<file path="config.mk">
export PLATFORM = sky130hd
export DESIGN_NAME = data_hold_filter_flat
export DESIGN_NICKNAME = d
export VERILOG_FILES = /design/src/rtl/data_hold_filter_if.sv /design/src/rtl/data_hold_filter.sv /design/src/flat_wrapper.sv
export SDC_FILE = /design/constraint.sdc
export NUM_CORES = 1
export LEC_CHECK = 0
export ABC_AREA = 1
export CORE_AREA = 2 2 123 125
export CTS_CLUSTER_SIZE = 28
export DETAILED_ROUTE_END_ITERATION = 10
export DIE_AREA = 0 0 125 127
export GPL_TIMING_DRIVEN = 0
export PLACE_DENSITY = 0.52
export SLEW_MARGIN = 20
export SYNTH_ARGS = -nofsm -noshare
export SYNTH_HDL_FRONTEND = slang
export SYNTH_SLANG_ARGS = --single-unit
</file>
<file path="constraint.sdc">
create_clock -name clk -period 1.72 [get_ports clk]
set_clock_uncertainty 0.05 [all_clocks]
set_input_delay 0.172 -clock clk [delete_from_list [all_inputs] [get_ports clk]]
set_output_delay 0.172 -clock clk [all_outputs]
set_load 0.005 [all_outputs]
</file>
<file path="src/rtl/data_hold_filter_if.sv">
// Measurement hand-off between the measurement core and the hold filter.
interface data_hold_filter_if #(
  parameter int WIDTH = 32
);
  logic             in_valid;
  logic [WIDTH-1:0] result_in;
  logic [WIDTH-1:0] result_out;
  logic             out_valid;
  logic             stale;
  logic [7:0]       rej_cnt;

  modport master (
    output in_valid, result_in,
    input  result_out, out_valid, stale, rej_cnt
  );

  modport slave (
    input  in_valid, result_in,
    output result_out, out_valid, stale, rej_cnt
  );
endinterface

</file>
<file path="src/rtl/data_hold_filter.sv">
// Holds the last in-range measurement and flags it stale after HOLD_MAX idle cycles; 1-cycle latency, no backpressure.
// DATA_HOLD_CLEAR_EN: result_out reads 0 while the held value is stale.
module data_hold_filter #(
  parameter int WIDTH     = 32,
  parameter int MIN_VALID = 1,
  parameter int HOLD_MAX  = 50_000_000
) (
  input logic              clk,
  input logic              rst_n,
  data_hold_filter_if.slave bus
);

  localparam int               AW      = $clog2(HOLD_MAX + 1);
  localparam logic [AW-1:0]    AGE_MAX = AW'(HOLD_MAX);
  localparam logic [WIDTH-1:0] MIN_W   = WIDTH'(MIN_VALID);

  typedef enum logic [1:0] {S_EMPTY, S_HOLD, S_STALE} state_t;

  state_t           state_q, state_d;
  logic [AW-1:0]    age_q, age_d;
  logic [WIDTH-1:0] result_q, result_d;
  logic             out_valid_q, out_valid_d;
  logic             stale_q, stale_d;
  logic [7:0]       rej_q, rej_d;
  logic             accept, reject;

  assign accept = bus.in_valid && (bus.result_in >= MIN_W);
  assign reject = bus.in_valid && !accept;

  always_comb begin
    state_d     = state_q;
    age_d       = age_q;
    result_d    = result_q;
    out_valid_d = 1'b0;
    rej_d       = rej_q;
    if (accept) begin
      // Acceptance outranks the timeout even on the edge age would hit HOLD_MAX.
      state_d     = S_HOLD;
      age_d       = '0;
      result_d    = bus.result_in;
      out_valid_d = 1'b1;
      rej_d       = '0;
    end else begin
      if (reject && (rej_q != 8'hFF)) begin
        rej_d = rej_q + 8'd1;
      end
      case (state_q)
        S_HOLD: begin
          if (age_q >= AGE_MAX - AW'(1)) begin
            state_d = S_STALE;
            age_d   = AGE_MAX;
`ifdef DATA_HOLD_CLEAR_EN
            result_d = '0;
`else
            result_d = result_q;
`endif
          end else begin
            age_d = age_q + AW'(1);
          end
        end
        S_STALE: age_d = AGE_MAX;
        default: age_d = '0;
      endcase
    end
    stale_d = (state_d != S_HOLD);
  end

  always_ff @(posedge clk) begin
    if (!rst_n) begin
      state_q     <= S_EMPTY;
      age_q       <= '0;
      result_q    <= '0;
      out_valid_q <= 1'b0;
      stale_q     <= 1'b1;
      rej_q       <= '0;
    end else begin
      state_q     <= state_d;
      age_q       <= age_d;
      result_q    <= result_d;
      out_valid_q <= out_valid_d;
      stale_q     <= stale_d;
      rej_q       <= rej_d;
    end
  end

  assign bus.result_out = result_q;
  assign bus.out_valid  = out_valid_q;
  assign bus.stale      = stale_q;
  assign bus.rej_cnt    = rej_q;

endmodule

</file>
<file path="src/flat_wrapper.sv">
// flat-port wrapper written by rule: the top's interface ports become plain ports
module data_hold_filter_flat 
#(
  parameter int WIDTH     = 32,
  parameter int MIN_VALID = 1,
  parameter int HOLD_MAX  = 50_000_000
)
  (clk, rst_n, bus_in_valid, bus_result_in, bus_result_out, bus_out_valid, bus_stale, bus_rej_cnt);
  data_hold_filter_if #(.WIDTH(WIDTH)) bus_i ();
  input logic clk;
  input logic rst_n;
  input wire logic [$bits(bus_i.in_valid)-1:0] bus_in_valid;
  input wire logic [$bits(bus_i.result_in)-1:0] bus_result_in;
  output wire logic [$bits(bus_i.result_out)-1:0] bus_result_out;
  output wire logic [$bits(bus_i.out_valid)-1:0] bus_out_valid;
  output wire logic [$bits(bus_i.stale)-1:0] bus_stale;
  output wire logic [$bits(bus_i.rej_cnt)-1:0] bus_rej_cnt;
  assign bus_i.in_valid = bus_in_valid;
  assign bus_i.result_in = bus_result_in;
  assign bus_result_out = bus_i.result_out;
  assign bus_out_valid = bus_i.out_valid;
  assign bus_stale = bus_i.stale;
  assign bus_rej_cnt = bus_i.rej_cnt;
  data_hold_filter #(.WIDTH(WIDTH), .MIN_VALID(MIN_VALID), .HOLD_MAX(HOLD_MAX)) u_core (.clk(clk), .rst_n(rst_n), .bus(bus_i));
endmodule
</file>
==> impl_metrics.env, run 1 <==
export IMPL_min_to="u_core.bus.result_out[21]$_SDFFE_PN0P_"
export IMPL_cpPeakStageDelay_ns=0.36
export IMPL_grt_pass1_vias=3093
export IMPL_avgSynthCellArea_um2=7.025
export IMPL_dr_pass1_iters=4
export IMPL_cellPowerDensity_nw_per_um2=796.8
export IMPL_grt_usage=0.1107
export IMPL_antenna_found_initial=0
export IMPL_path_class="flip-flop to flip-flop"
export IMPL_arrival_ns=1.83
export IMPL_drive_above_1_share=0.1408
export IMPL_cts_tree="yes"
export IMPL_reg2reg_slack_ns=0.06
export IMPL_dr_first_iter_drc_count=98
export IMPL_vias=3191
export IMPL_coreArea_um2=14420
export IMPL_die_y_um=127
export IMPL_clockRootBuffer="clkbuf_16"
export IMPL_grt_pass1_wl_um=14490
export IMPL_r2r_end="u_core.age_q[2]$_SDFF_PP0_"
export IMPL_n_antenna_cell=0
export IMPL_hold_violations=0
export IMPL_numCtsBuffers=9
export IMPL_slew_violations=0
export IMPL_setup_violations=0
export IMPL_drc=0
export IMPL_chipWidth_um=125
export IMPL_period_share=0.9664
export IMPL_clock_sinks=70
export IMPL_drt_total_wl_um=8813
export IMPL_synth_commonest_cells="nand2_1, dfxtp_1, inv_1"
export IMPL_wl_per_cell_um=11.72
export IMPL_routed_via_density=4.243
export IMPL_syn_to_final_growth_pct=47.67
export IMPL_outcome="finished clean"
export IMPL_io_pins=77
export IMPL_ant_nets=0
export IMPL_syn_nets=506
export IMPL_drv_cap=0
export IMPL_critPathSlowestCell="dfxtp_2"
export IMPL_finalSetupTns_ns=0
export IMPL_synth_top_area_frac=0.4272
export IMPL_min_path_type="input pin to flip-flop"
export IMPL_p_leak_nw=1.940
export IMPL_ys_ff_latch=70
export IMPL_synthTopCellsByArea="dfxtp_1, nand2_1, inv_1"
export IMPL_path_clk_slew_ns=0.06
export IMPL_post_synth_top_count_cell="nand2_1"
export IMPL_min_period_ns=1.662
export IMPL_cp_end_kind="flip-flop"
export IMPL_whs_path_depth=3
export IMPL_htree_levels=3
export IMPL_die_area_um2=15880
export IMPL_async_flop_share=0
export IMPL_hpwl_um=6453
export IMPL_gp_congestion=0.8692
export IMPL_vdd_drop_max_v=0.0004615
export IMPL_startpoint_type="flip-flop"
export IMPL_cp_common_cell="nand2_2"
export IMPL_netlist_instances=467
export IMPL_port_buffers=76
export IMPL_cts_max_path_buffers=2
export IMPL_whs_ns=0.04628
export IMPL_tightest_slew_ns=0.4353
export IMPL_yosysSeqAreaShare=0.4272
export IMPL_synth_cell_types=28
export IMPL_clkLatencyLatePin_ns=0.33
export IMPL_reg2reg_depth=11
export IMPL_critPathRequiredTime_ns=1.89
export IMPL_worstHoldStart="bus_result_in[21]"
export IMPL_yosysTopAreaCell="dfxtp_1"
export IMPL_path_cells="ha_4 > nand2_2 > nor2_4 > nand2_2 > nand2_2 > nand3_2 > nand3_4 > inv_2 > nand3_4 > clkbuf_16 > nor2_2"
export IMPL_grt_max_degree=12
export IMPL_rows=44
export IMPL_yosysWarningCount=0
export IMPL_overflow=0
export IMPL_fmax_mhz=601.6
export IMPL_r2r_start="u_core.age_q[1]$_SDFF_PP0_"
export IMPL_rsz0062_at_grt="true"
export IMPL_post_route_util=0.3359
export IMPL_initial_core_util=0.2274
export IMPL_cp_max_fo=5
export IMPL_synth_edf_count=0
export IMPL_nNetsFinal=603
export IMPL_ys_flop_type="dfxtp_1"
export IMPL_slew_headroom=0.7098
export IMPL_netlist_area_um2=3281
==> cell families (layout without fill, tap and decap cells) <==
family,after synthesis,in the layout,synth area share
xor+xnor,19,19,0.05072
buf+inv,73,173,0.09115
compound gates,52,52,0.08314
flops,70,70,0.4272
fa+ha+maj,4,4,0.01526
simple gates,249,250,0.3326
==> through the flow <==
| step | area, µm² | total power [mW] | std cells | worst slack, ns |
|---|---|---|---|---|
| finish | 4845 | 3.860 | 752 | 0.05786 |
| global route | 4845 | 4.016 | 752 | -0.05420 |
| CTS | 4638 | 3.895 | 744 | -0.01643 |
| detailed placement | 4272 | 2.055 | 727 | -0.5346 |
| global placement | 4272 | 2.053 | 727 | -0.4900 |
| floorplan | 3281 | 1.842 | 467 | 0.1463 |
==> worst max path at each step <==
stage / startpoint / endpoint / slack [ns]
2_1_floorplan: u_core.age_q[0]$_SDFF_PP0_ / u_core.age_q[18]$_SDFF_PP0_ / 0.15
3_3_place_gp: bus_result_in[20] / u_core.age_q[10]$_SDFF_PP0_ / -0.49
3_5_place_dp: bus_result_in[20] / u_core.age_q[10]$_SDFF_PP0_ / -0.53
4_1_cts: u_core.age_q[0]$_SDFF_PP0_ / u_core.age_q[7]$_SDFF_PP0_ / -0.02
5_1_grt: u_core.age_q[19]$_SDFF_PP0_ / u_core.age_q[2]$_SDFF_PP0_ / -0.05
6_report: u_core.age_q[1]$_SDFF_PP0_ / u_core.age_q[2]$_SDFF_PP0_ / 0.06
==> power breakdown <==
part,switching (mW),total [mW],internal (mW),leakage (nW)
Clock,0.671,1.82,1.15,0.141
Sequential,0.0274,1.70,1.67,0.572
Combinational,0.146,0.341,0.195,1.23
Total,0.845,3.86,3.02,1.94
==> cell usage in the layout (no fill, tap or decap), drive strengths merged, types with 7 or more instances in the layout <==
cell type        n
o21ai           35
xnor2            7
nand4            9
clkbuf          13
buf             15
xor2            12
clkdlybuf4s50   74
a21oi           14
nor2            68
inv             63
nand3           33
dfxtp           70
nand2          131
==> sequential cells by signal (all words and copies together), names as in the netlist <==
| signal | cells |
|---|---|
| u_core.bus.stale | 1 |
| u_core.bus.result_out | 32 |
| u_core.bus.out_valid | 1 |
| u_core.state_q | 2 |
| u_core.bus.rej_cnt | 8 |
| u_core.age_q | 26 |
==> metal layers <==
| metal | global-route usage | vias to the layer above | share of wire |
|---|---|---|---|
| met4 | 0.04967 | 0 | 0.018 |
| met3 | 0.03518 | 12 | 0.058 |
| met1 | 0.1320 | 1437 | 0.45 |
| li1 | - | 1670 | - |
| met5 | 0 | - | 0 |
| met2 | 0.1832 | 72 | 0.48 |
==> timing repair <==
action,4_1_cts,5_1_grt
cloned,0,2
buffers inserted,2,6
hold buffers,0,0
pin swaps,1,15
gates resized for setup,16,36
endpoints found under the setup margin,68,68
==> final cells by class <==
| class | instances | area [µm²] |
|---|---|---|
| clock buffer | 11 | 242.7 |
| timing repair buffer | 85 | 850.8 |
| fill | 1561 | 9579 |
| inverter | 65 | 247.7 |
| multi-input combinational | 325 | 1748 |
| sequential | 70 | 1406 |
| buffer | 8 | 71.32 |
| clock inverter | 4 | 47.55 |
| tap | 184 | 230.2 |
==> critical path: cells and delay by family (launching register included) <==
kind | cells | cell delay, ns
adder cells (fa/ha/maj) | 1 | 0.15
buffers and inverters | 2 | 0.23
flip-flops | 1 | 0.36
AND/OR/NAND/NOR | 8 | 0.76
(Power assumes the default switching activity.)
==> inputs of run 2 (changes only) <==
Settings changed: GPL_ROUTABILITY_DRIVEN set to 0.
==> results of run 2 <==
Final layout, timing and power as in run 1 (identical DEF).
